<file path="config.mk">
export PLATFORM = sky130hd
export DESIGN_NAME = controlador_barramento_flat
export DESIGN_NICKNAME = d
export VERILOG_FILES = /design/src/rtl/controlador_barramento_if.sv /design/src/rtl/controlador_barramento.sv /design/src/flat_wrapper.sv
export SDC_FILE = /design/constraint.sdc
export NUM_CORES = 1
export LEC_CHECK = 0
export ABC_AREA = 1
export ABC_CLOCK_PERIOD_IN_PS = 7400
export CELL_PAD_IN_SITES_DETAIL_PLACEMENT = 1
export CELL_PAD_IN_SITES_GLOBAL_PLACEMENT = 2
export CORE_AREA = 2 2 142 144
export DETAILED_ROUTE_END_ITERATION = 10
export DIE_AREA = 0 0 144 146
export GPL_TIMING_DRIVEN = 0
export PLACE_DENSITY_LB_ADDON = 0.3
export RECOVER_POWER = 50
export SKIP_LAST_GASP = 1
export SLEW_MARGIN = 20
export SYNTH_ARGS = -nofsm -noshare
export SYNTH_HDL_FRONTEND = slang
export SYNTH_SLANG_ARGS = --single-unit
export TNS_END_PERCENT = 5
</file>
<file path="constraint.sdc">
create_clock -name clock -period 7.4 [get_ports clock]
set_input_delay 1.11 -clock clock [delete_from_list [all_inputs] [get_ports clock]]
set_output_delay 1.11 -clock clock [all_outputs]
set_load 0.05 [all_outputs]
</file>
<file path="src/rtl/controlador_barramento_if.sv">
// Cache- and memory-side signals of the MSI snooping bus controller.
// master = controller view, slave = caches + memory view.
interface controlador_barramento_if #(
    parameter int NUM_CACHES = 4,
    parameter int ADDR_W     = 8,
    parameter int DATA_W     = 8
);
    logic [2*NUM_CACHES-1:0]      pedidoMsg;
    logic [ADDR_W*NUM_CACHES-1:0] pedidoEnd;
    logic [2*NUM_CACHES-1:0]      entradaBarramento;
    logic [ADDR_W-1:0]            barramentoEnd;
    logic [NUM_CACHES-1:0]        writeBack;
    logic [NUM_CACHES-1:0]        abortAccessMemory;
    logic [DATA_W*NUM_CACHES-1:0] dadoWB;
    logic [NUM_CACHES-1:0]        concluido;
    logic [DATA_W-1:0]            dadoResposta;
    logic [ADDR_W-1:0]            memEnd;
    logic                         memLe;
    logic                         memEscreve;
    logic [DATA_W-1:0]            memDadoEscrita;
    logic [DATA_W-1:0]            memDadoLido;
    logic                         memPronto;

    modport master (
        input  pedidoMsg,
        input  pedidoEnd,
        output entradaBarramento,
        output barramentoEnd,
        input  writeBack,
        input  abortAccessMemory,
        input  dadoWB,
        output concluido,
        output dadoResposta,
        output memEnd,
        output memLe,
        output memEscreve,
        output memDadoEscrita,
        input  memDadoLido,
        input  memPronto
    );

    modport slave (
        output pedidoMsg,
        output pedidoEnd,
        input  entradaBarramento,
        input  barramentoEnd,
        output writeBack,
        output abortAccessMemory,
        output dadoWB,
        input  concluido,
        input  dadoResposta,
        input  memEnd,
        input  memLe,
        input  memEscreve,
        input  memDadoEscrita,
        output memDadoLido,
        input  memPronto
    );
endinterface

</file>
<file path="src/rtl/controlador_barramento.sv">
// Shared-bus controller for MSI snooping: round-robin grant,
// broadcast, snoop collection, memory read or owner write-back.
module controlador_barramento #(
    parameter int NUM_CACHES  = 4,
    parameter int ADDR_W      = 8,
    parameter int DATA_W      = 8,
    parameter int MEM_TIMEOUT = 255
) (
    input  logic                     clock,
    input  logic                     reset,
    controlador_barramento_if.master bus,
    output logic                     ocupado,
    output logic                     conflito,
    output logic                     erroMem
);
    localparam int IDX_W = (NUM_CACHES > 1) ? $clog2(NUM_CACHES) : 1;
    localparam int CNT_W = $clog2(MEM_TIMEOUT + 1);

    typedef enum logic [2:0] {
        OCIOSO,
        DIFUSAO,
        ESCUTA,
        ESCRITA_MEM,
        LEITURA_MEM,
        CONCLUI
    } estado_t;

    estado_t               estado;
    logic [IDX_W-1:0]      ptr;
    logic [IDX_W-1:0]      req;
    logic [1:0]            msg;
    logic [ADDR_W-1:0]     addr;
    logic [DATA_W-1:0]     resp;
    logic [CNT_W-1:0]      cnt;

    logic                  achou;
    logic [IDX_W-1:0]      vencedor;
    logic [1:0]            msg_v;
    logic [ADDR_W-1:0]     end_v;
    logic [NUM_CACHES-1:0] mask_v;

    logic [NUM_CACHES-1:0] mask_req;
    logic [NUM_CACHES-1:0] donos;
    logic                  multi;
    logic [DATA_W-1:0]     dado_dono;
    logic [IDX_W-1:0]      ptr_prox;

    // Message on every slice except the masked (requester) one.
    function automatic logic [2*NUM_CACHES-1:0] difusao(
        input logic [NUM_CACHES-1:0] m_req,
        input logic [1:0]            m
    );
        logic [2*NUM_CACHES-1:0] v;
        v = '1;
        for (int i = 0; i < NUM_CACHES; i++) begin
            if (!m_req[i]) v[2*i +: 2] = m;
        end
        return v;
    endfunction

    // Round-robin search for the first requester from ptr.
    always_comb begin : arb
        int j;
        j        = 0;
        achou    = 1'b0;
        vencedor = '0;
        msg_v    = 2'b11;
        end_v    = '0;
        for (int k = 0; k < NUM_CACHES; k++) begin
            j = int'(ptr) + k;
            if (j >= NUM_CACHES) j = j - NUM_CACHES;
            if (!achou && bus.pedidoMsg[2*j +: 2] != 2'b11) begin
                achou    = 1'b1;
                vencedor = IDX_W'(j);
                msg_v    = bus.pedidoMsg[2*j +: 2];
                end_v    = bus.pedidoEnd[ADDR_W*j +: ADDR_W];
            end
        end
        mask_v = NUM_CACHES'(1) << vencedor;
    end

    // Snoop decode: lowest-index owner among non-requesters.
    always_comb begin
        mask_req  = NUM_CACHES'(1) << req;
        donos     = bus.abortAccessMemory & ~mask_req;
        multi     = |(donos & (donos - 1'b1));
        dado_dono = '0;
        for (int i = NUM_CACHES - 1; i >= 0; i--) begin
            if (donos[i]) dado_dono = bus.dadoWB[DATA_W*i +: DATA_W];
        end
        if (req == IDX_W'(NUM_CACHES - 1)) ptr_prox = '0;
        else ptr_prox = req + 1'b1;
    end

    // Transaction FSM with registered bus and memory outputs.
    always_ff @(posedge clock or negedge reset) begin
        if (!reset) begin
            estado                <= OCIOSO;
            ptr                   <= '0;
            req                   <= '0;
            msg                   <= 2'b11;
            addr                  <= '0;
            resp                  <= '0;
            cnt                   <= '0;
            bus.entradaBarramento <= '1;
            bus.barramentoEnd     <= '0;
            bus.concluido         <= '0;
            bus.dadoResposta      <= '0;
            bus.memEnd            <= '0;
            bus.memLe             <= 1'b0;
            bus.memEscreve        <= 1'b0;
            bus.memDadoEscrita    <= '0;
            ocupado               <= 1'b0;
            conflito              <= 1'b0;
            erroMem               <= 1'b0;
        end else begin
            unique case (estado)
                OCIOSO: begin
                    if (achou) begin
                        req  <= vencedor;
                        msg  <= msg_v;
                        addr <= end_v;
                        bus.entradaBarramento <=
                            difusao(mask_v, msg_v);
                        bus.barramentoEnd <= end_v;
                        ocupado <= 1'b1;
                        estado  <= DIFUSAO;
                    end
                end
                DIFUSAO: begin
                    estado <= ESCUTA;
                end
                ESCUTA: begin
                    bus.entradaBarramento <= '1;
                    bus.barramentoEnd     <= '0;
                    cnt                   <= '0;
                    if (msg == 2'b00) begin
                        bus.concluido    <= mask_req;
                        bus.dadoResposta <= '0;
                        estado           <= CONCLUI;
                    end else if (|donos) begin
                        if (multi) conflito <= 1'b1;
                        bus.memEscreve     <= 1'b1;
                        bus.memEnd         <= addr;
                        bus.memDadoEscrita <= dado_dono;
                        resp               <= dado_dono;
                        estado             <= ESCRITA_MEM;
                    end else begin
                        bus.memLe  <= 1'b1;
                        bus.memEnd <= addr;
                        estado     <= LEITURA_MEM;
                    end
                end
                ESCRITA_MEM, LEITURA_MEM: begin
                    if (bus.memPronto) begin
                        bus.memLe          <= 1'b0;
                        bus.memEscreve     <= 1'b0;
                        bus.memEnd         <= '0;
                        bus.memDadoEscrita <= '0;
                        bus.concluido      <= mask_req;
                        if (estado == LEITURA_MEM)
                            bus.dadoResposta <= bus.memDadoLido;
                        else
                            bus.dadoResposta <= resp;
                        estado <= CONCLUI;
                    end else if (cnt == CNT_W'(MEM_TIMEOUT - 1)) begin
                        bus.memLe          <= 1'b0;
                        bus.memEscreve     <= 1'b0;
                        bus.memEnd         <= '0;
                        bus.memDadoEscrita <= '0;
                        bus.concluido      <= mask_req;
                        bus.dadoResposta   <= '0;
                        erroMem            <= 1'b1;
                        estado             <= CONCLUI;
                    end else begin
                        cnt <= cnt + 1'b1;
                    end
                end
                CONCLUI: begin
                    bus.concluido    <= '0;
                    bus.dadoResposta <= '0;
                    ptr              <= ptr_prox;
                    ocupado          <= 1'b0;
                    estado           <= OCIOSO;
                end
                default: begin
                    estado <= OCIOSO;
                end
            endcase
        end
    end
endmodule

</file>
<file path="src/flat_wrapper.sv">
// flat-port wrapper written by rule: the top's interface ports become plain ports
module controlador_barramento_flat 
#(
    parameter int NUM_CACHES  = 4,
    parameter int ADDR_W      = 8,
    parameter int DATA_W      = 8,
    parameter int MEM_TIMEOUT = 255
)
  (clock, reset, ocupado, conflito, erroMem, bus_pedidoMsg, bus_pedidoEnd, bus_entradaBarramento, bus_barramentoEnd, bus_writeBack, bus_abortAccessMemory, bus_dadoWB, bus_concluido, bus_dadoResposta, bus_memEnd, bus_memLe, bus_memEscreve, bus_memDadoEscrita, bus_memDadoLido, bus_memPronto);
  controlador_barramento_if #(.NUM_CACHES(NUM_CACHES), .ADDR_W(ADDR_W), .DATA_W(DATA_W)) bus_i ();
  input  logic clock;
  input  logic reset;
  output logic ocupado;
  output logic conflito;
  output logic erroMem;
  input wire logic [$bits(bus_i.pedidoMsg)-1:0] bus_pedidoMsg;
  input wire logic [$bits(bus_i.pedidoEnd)-1:0] bus_pedidoEnd;
  output wire logic [$bits(bus_i.entradaBarramento)-1:0] bus_entradaBarramento;
  output wire logic [$bits(bus_i.barramentoEnd)-1:0] bus_barramentoEnd;
  input wire logic [$bits(bus_i.writeBack)-1:0] bus_writeBack;
  input wire logic [$bits(bus_i.abortAccessMemory)-1:0] bus_abortAccessMemory;
  input wire logic [$bits(bus_i.dadoWB)-1:0] bus_dadoWB;
  output wire logic [$bits(bus_i.concluido)-1:0] bus_concluido;
  output wire logic [$bits(bus_i.dadoResposta)-1:0] bus_dadoResposta;
  output wire logic [$bits(bus_i.memEnd)-1:0] bus_memEnd;
  output wire logic [$bits(bus_i.memLe)-1:0] bus_memLe;
  output wire logic [$bits(bus_i.memEscreve)-1:0] bus_memEscreve;
  output wire logic [$bits(bus_i.memDadoEscrita)-1:0] bus_memDadoEscrita;
  input wire logic [$bits(bus_i.memDadoLido)-1:0] bus_memDadoLido;
  input wire logic [$bits(bus_i.memPronto)-1:0] bus_memPronto;
  assign bus_i.pedidoMsg = bus_pedidoMsg;
  assign bus_i.pedidoEnd = bus_pedidoEnd;
  assign bus_entradaBarramento = bus_i.entradaBarramento;
  assign bus_barramentoEnd = bus_i.barramentoEnd;
  assign bus_i.writeBack = bus_writeBack;
  assign bus_i.abortAccessMemory = bus_abortAccessMemory;
  assign bus_i.dadoWB = bus_dadoWB;
  assign bus_concluido = bus_i.concluido;
  assign bus_dadoResposta = bus_i.dadoResposta;
  assign bus_memEnd = bus_i.memEnd;
  assign bus_memLe = bus_i.memLe;
  assign bus_memEscreve = bus_i.memEscreve;
  assign bus_memDadoEscrita = bus_i.memDadoEscrita;
  assign bus_i.memDadoLido = bus_memDadoLido;
  assign bus_i.memPronto = bus_memPronto;
  controlador_barramento #(.NUM_CACHES(NUM_CACHES), .ADDR_W(ADDR_W), .DATA_W(DATA_W), .MEM_TIMEOUT(MEM_TIMEOUT)) u_core (.clock(clock), .reset(reset), .bus(bus_i), .ocupado(ocupado), .conflito(conflito), .erroMem(erroMem));
endmodule
</file>
=== Word-level counts from Yosys, hierarchy flattened ===
Cells that the tools add are included.

* Register bits after elaboration: 82
* Latch bits: 0
* RAM bits: 0
* Bits in read-only memories: 0
* Bits of input ports: 91
* Output and inout port bits: 49
* Word-level logic and storage cells: 160
* Memories kept: 0

* $add $sub $neg: 10
* $mul: 0
* Divide/modulo/power cells: 0
* $lt $le $gt $ge: 4
* Equal/unequal tests: 19
* Shift-type cells: 10
* Muxes and demuxes: 67
* Bitwise gates (word level): 5
* Reduce and logical (&&, ||, !) cells: 27

{| class="wikitable"
|+ Operators by type and width
! cell !! number
|-
| 8-bit 2-to-1 mux || 20
|-
| 32-bit by 32-bit indexed part select with 8-bit output || 4
|-
| 8-bit by 32-bit indexed part select with 2-bit output || 4
|-
| 31-bit 2-to-1 mux || 4
|-
| 32-bit by 4-bit >= comparator with 1-bit output (second input constant) || 3
|-
| 31-bit by 4-bit subtractor with 31-bit output (second input constant) || 3
|-
| 8-bit one-hot mux with 2 select lines || 5
|-
| 2-bit 2-to-1 mux || 13
|-
| 8-bit one-hot mux with 3 select lines || 1
|-
| 2-bit inequality test (second input constant) || 8
|-
| 3-bit 2-to-1 mux || 5
|-
| 3-bit AND reduction || 5
|-
| 4-bit 2-to-1 mux || 3
|-
| 3-bit one-hot mux with 4 select lines || 1
|-
| 4-bit one-hot mux with 3 select lines || 1
|-
| 4-bit AND reduction || 3
|-
| 1-bit 2-to-1 mux || 11
|-
| 8-bit by 1-bit adder with 8-bit output (second input constant) || 1
|-
| 4-bit AND || 2
|-
| 8-bit equality test (second input constant) || 1
|-
| 2-bit AND reduction || 4
|-
| 4-bit OR reduction || 2
|-
| 1-bit by 2-bit left shift with 4-bit output (first input constant) || 2
|-
| 2-bit by 2-bit adder with 3-bit output (second input constant) || 2
|-
| 21 further kinds || 34
|}

=== Logic depth before layout (Yosys ltp) ===
* Depth after elaboration: 18
* Mapped depth: 18
* Depth with buffers taken out: 15

=== Worst setup path after synthesis ===
OpenSTA, ideal clock, no wires.

* Path kind: register to register
* Start: register u_core.ptr[0]
* End: register u_core.addr[5]
* Setup time: 0.124 ns
* Arrival: 2.533 ns
* Required time: 7.276 ns
* Setup slack: 4.743 ns
* Cell stages (with the launch flop): 18
* Path buffers: 5
* Period minus slack after synthesis: 2.657 ns
* Cells stage by stage: dfrtp_1 -> buf_6 -> inv_2 -> buf_2 -> buf_1 -> ha_1 -> inv_1 -> buf_2 -> nand3_1 -> nand2_1 -> nand3_1 -> inv_1 -> nand2_4 -> nand2_4 -> buf_6 -> nor2_1 -> o21ai_2 -> o21ai_1

* Cells in the longest elaborated chain, start to end: 15
* Elaborated cells on any way between the ends: 42
* Classes of those cells: add/sub: 7; order compare: 4; eq/ne: 4; shift: 8; mux: 12; reduce/logical: 7

{| class="wikitable"
|+ Ends and longest elaborated chain
! what !! RTL line !! RTL
|-
| start: declaration || controlador_barramento.sv:29 || <nowiki>logic [IDX_W-1:0] ptr;</nowiki>
|-
| start signal: assignment || controlador_barramento.sv:182 || <nowiki>ptr <= ptr_prox;</nowiki>
|-
| parallel branches: the longest is 15 deep, another holds 31-bit by 4-bit subtractor with 31-bit output || -- ||
|-
| end signal: assignment || controlador_barramento.sv:122 || <nowiki>addr <= end_v;</nowiki>
|-
| end: declaration || controlador_barramento.sv:32 || <nowiki>logic [ADDR_W-1:0] addr;</nowiki>
|}

Several ways; the timed one is not identified.
A chain may end at the register's enable or synchronous reset.

==> flow_summary_export.csv <==
group,metric,value,unit
placement,place.gp.congestion,0.820,
timing,hold_violations,0,
pwr,p_comb_share,66.8,%
synthesis,yosysWarnings,0,
synthesis,synth_ff_type,"dfrtp_1",
placement,place_hpwl,15.5,mm
timing,finalCritPeriodShare,62.5,%
synthesis,post-synth-top-count-cell,"nand2_1",
worst_setup_path,path_max_fanout,52,
min_path,min_from,"u_core.bus.dadoResposta[2]",
min_path,worstHoldPathType,"flip-flop to flip-flop",
final_layout,area.growth.synth_to_final,35.4,%
min_path,worstHoldEndpoint,"u_core.bus.dadoResposta[2]",
worst_setup_path,r2r-end,"u_core.bus.entradaBarramento[0]",
final_layout,layout.nets,1053,
timing,setup_viol,0,
worst_setup_path,crit_arrival,4.44,ns
worst_setup_path,start_kind,"input pin",
floorplanning,die_area,21000,sq um
worst_setup_path,worst_r2r_path_depth,14,
routing,drt_iter0_markers,261,
placement,io_buffers,133,
timing,max_slew.worst_pin.slew,2.89,ns
floorplanning,pin_count,140,
timing,rsz0062_at_grt,"false",
synthesis,syn_area,5540,sq um
min_path,holdPathStages,2,
synthesis,synth.top_cell.area_share,32.5,%
worst_setup_path,end_kind,"asynchronous set/reset pin",
pwr,p_clk_share,12.5,%
timing,fin_crit,4.62,ns
routing,ant_nets,0,
worst_setup_path,required,7.22,ns
final_layout,multiInputGateArea,2990,sq um
synthesis,synth_top_area_cell,"dfrtp_1",
clock_tree,cts_tree,"built",
pwr,p_sw,2030,uW
synthesis,ys_top_cells_by_count,"253 x nand2_1, 112 x o21ai_0, 72 x dfrtp_1",
synthesis,ys_seq_area_share,37.3,%
worst_setup_path,path_cells,"clkbuf_1 > clkbuf_1",
timing,drv_slew,85,
clock_tree,cts_buffers,9,
floorplanning,die_width,144,um
final_layout,antenna_cells,0,
grt,grt_max_degree,53,
clock_tree,clk_path_buf_depth,2,
floorplanning,die_y,146,um
clock_tree,path_clk_slew,0.07,ns
final_layout,drive_gt1_share,7.74,%
worst_setup_path,slowest_stage,"clkbuf_1",
routing,viasPerCell,4.75,
routing,wl_per_cell,16.3,um
clock_tree,ctsResizeCount,0,
routing,via_count,5800,
pwr,switching_share,54.4,%
placement,dpl_worst_slack,3.71,ns
floorplanning,core_area,19300,sq um
floorplanning,initial_core_util,28.7,%
clock_tree,ctsHoldBuffers,0,
clock_tree,clk_latency,0.35,ns
worst_setup_path,path_buf_inv,2,
pwr,cellPowerDensity,497,nW/um^2
flow_run,maxCapViolCount,2,
worst_setup_path,crit_top_cell,"clkbuf_1",
synthesis,synth_cell_type_count,41,
synthesis,yosys-top-cells-area,"dfrtp_1 33%, nand2_1 17%, o21ai_0 10%",
final_layout,stdcell_area,7500,sq um
worst_setup_path,rr_startpoint,"u_core.ptr[0]",
final_layout,fillCellCount,2474,
pwr,power,3730,uW
routing,post-route-drc-count,0,
clock_tree,htree_levels,3,
grt,grt_pass1_wl,32.6,mm
grt,grt_use_total,19.6,%
grt,grt_overflow_total,0,
worst_setup_path,slowest_delay,2.12,ns
routing,drt_first_pass_iters,4,
timing,fmax,216,MHz
clock_tree,cts-root-buf,"clkbuf_16",
timing,totalNegativeSetupSlack,0,ns
synthesis,ys_seq_elements,82,
synthesis,synth-edff-count,0,
pwr,p_leak,0.00359,uW
worst_setup_path,path_delay_family,"buffers and inverters",
timing,relSlewSlack,-92.7,%
synthesis,async_flop_share,100,%
grt,grt_pass1_vias,6160,
pwr,vdd_drop_max,0.000138,V
floorplanning,row_count,51,
synthesis,synthCells,806,
run_status,violations,"max-capacitance violations, max-slew violations",
timing,hold-worst-slack,0.482,ns
worst_setup_path,r2r_slack,3.76,ns
timing,postLayoutSetupSlackWorst,2.78,ns
routing,totalWireLength,19.9,mm
synthesis,syn-num-nets,908,
clock_tree,clock-sinks,82,
final_layout,seq_area,2060,sq um
placement,placed_area,7230,sq um
pwr,p_int,1700,uW
clock_tree,post_cts_buffers,0,
synthesis,avgSynthCellArea,6.88,sq um
timing,fin_skew,0.0108,ns
run_status,status,"complete, but fails checks",
grt,grt_antenna_before_repair,0,
worst_setup_path,worst-setup-path-type,"input pin to asynchronous set/reset pin",
pwr,power_frac_seq,20.7,%
[worst max path at each step]
| stage | from | to | slack [ns] | cells past startpoint |
|---|---|---|---|---|
| global placement | reset | u_core.bus.dadoResposta[0] | 2.05 | 1 |
| floorplan | u_core.ptr[0] | u_core.addr[5] | 4.74 | 17 |
| finish | reset | u_core.bus.concluido[0] | 2.78 | 2 |
| CTS | u_core.ptr[0] | u_core.bus.entradaBarramento[0] | 3.66 | 14 |
| detailed placement | u_core.ptr[0] | u_core.bus.entradaBarramento[0] | 3.71 | 14 |
| global route | reset | u_core.resp[4] | 1.96 | 2 |
[logic make-up after synthesis]
logic type | synth area share, %
DFF | 37.3
adders and majority gates | 2.48
AOI/OAI and AO/OA | 18.6
muxes | 0.542
and+or+nand+nor | 32.3
xor gates and xnor gates | 0.158
buffers and inverters | 8.65
[state kept, by name (all words and copies together), names as in the netlist, 3 cells and up]
signal	count
u_core.addr	8
u_core.bus.barramentoEnd	8
u_core.bus.concluido	4
u_core.bus.dadoResposta	8
u_core.bus.entradaBarramento	8
u_core.bus.memDadoEscrita	8
u_core.bus.memEnd	8
u_core.cnt	8
u_core.estado	3
u_core.resp	8
[routing by layer]
metal / vias up / part of all wire [%] / global-route usage [%]
met4: 0 / 1.7 / 5.74
met5: - / 0 / 0
li1: 2941 / - / -
met3: 21 / 3.8 / 2.67
met2: 130 / 48 / 34.0
met1: 2708 / 46 / 25.2
[area by class of cell]
type | instances | area share [%]
buffer | 37 | 2.60
clock buffer | 9 | 3.00
clock inverter | 7 | 1.18
inverter | 75 | 3.75
multi-input combinational | 612 | 39.8
sequential | 82 | 27.5
tap | 265 | 4.42
timing repair buffer | 134 | 17.7
[through the flow]
step | util, % | std cells
2_1_floorplan | - | 806
3_3_place_gp | 37.3 | 1204
3_5_place_dp | 37.4 | 1205
4_1_cts | 39.0 | 1221
5_1_grt | 38.8 | 1221
6_report | 38.8 | 1221
[power by group through the flow]
stage                     sequential (uW)  clock [uW]  combinational [uW]
after floorplan                      1150           0                1340
after global placement                780           0                2500
after detailed placement              784           0                2530
after CTS                             776         477                2540
after global routing                  798         495                2780
final                                 772         465                2490
[cells in the final DEF (no fill, tap or decap), types with 2 or more instances in the layout]
| cell | instances |
|---|---|
| buf_4 | 2 |
| nor2_4 | 2 |
| buf_6 | 5 |
| a31oi_1 | 2 |
| nand3_1 | 64 |
| o211ai_1 | 10 |
| ha_1 | 11 |
| nand2_2 | 10 |
| inv_2 | 4 |
| clkbuf_16 | 9 |
| dfrtp_1 | 72 |
| nor3_1 | 5 |
| clkdlybuf4s50_1 | 131 |
| o21ai_0 | 112 |
| nand4_1 | 7 |
| clkinv_4 | 3 |
| dfstp_2 | 10 |
| nand2_4 | 3 |
| a21boi_0 | 2 |
| mux2i_1 | 3 |
| nand3_2 | 2 |
| inv_1 | 69 |
| a21oi_2 | 5 |
| nand2_1 | 254 |
| o21ai_2 | 2 |
| nor2_8 | 2 |
| o31ai_1 | 6 |
| clkbuf_1 | 22 |
| clkinv_1 | 2 |
| o21ai_1 | 7 |
| buf_2 | 9 |
| nor2_1 | 64 |
| a21oi_1 | 22 |
| o221ai_1 | 9 |
Power figures use the tool's default switching activity.
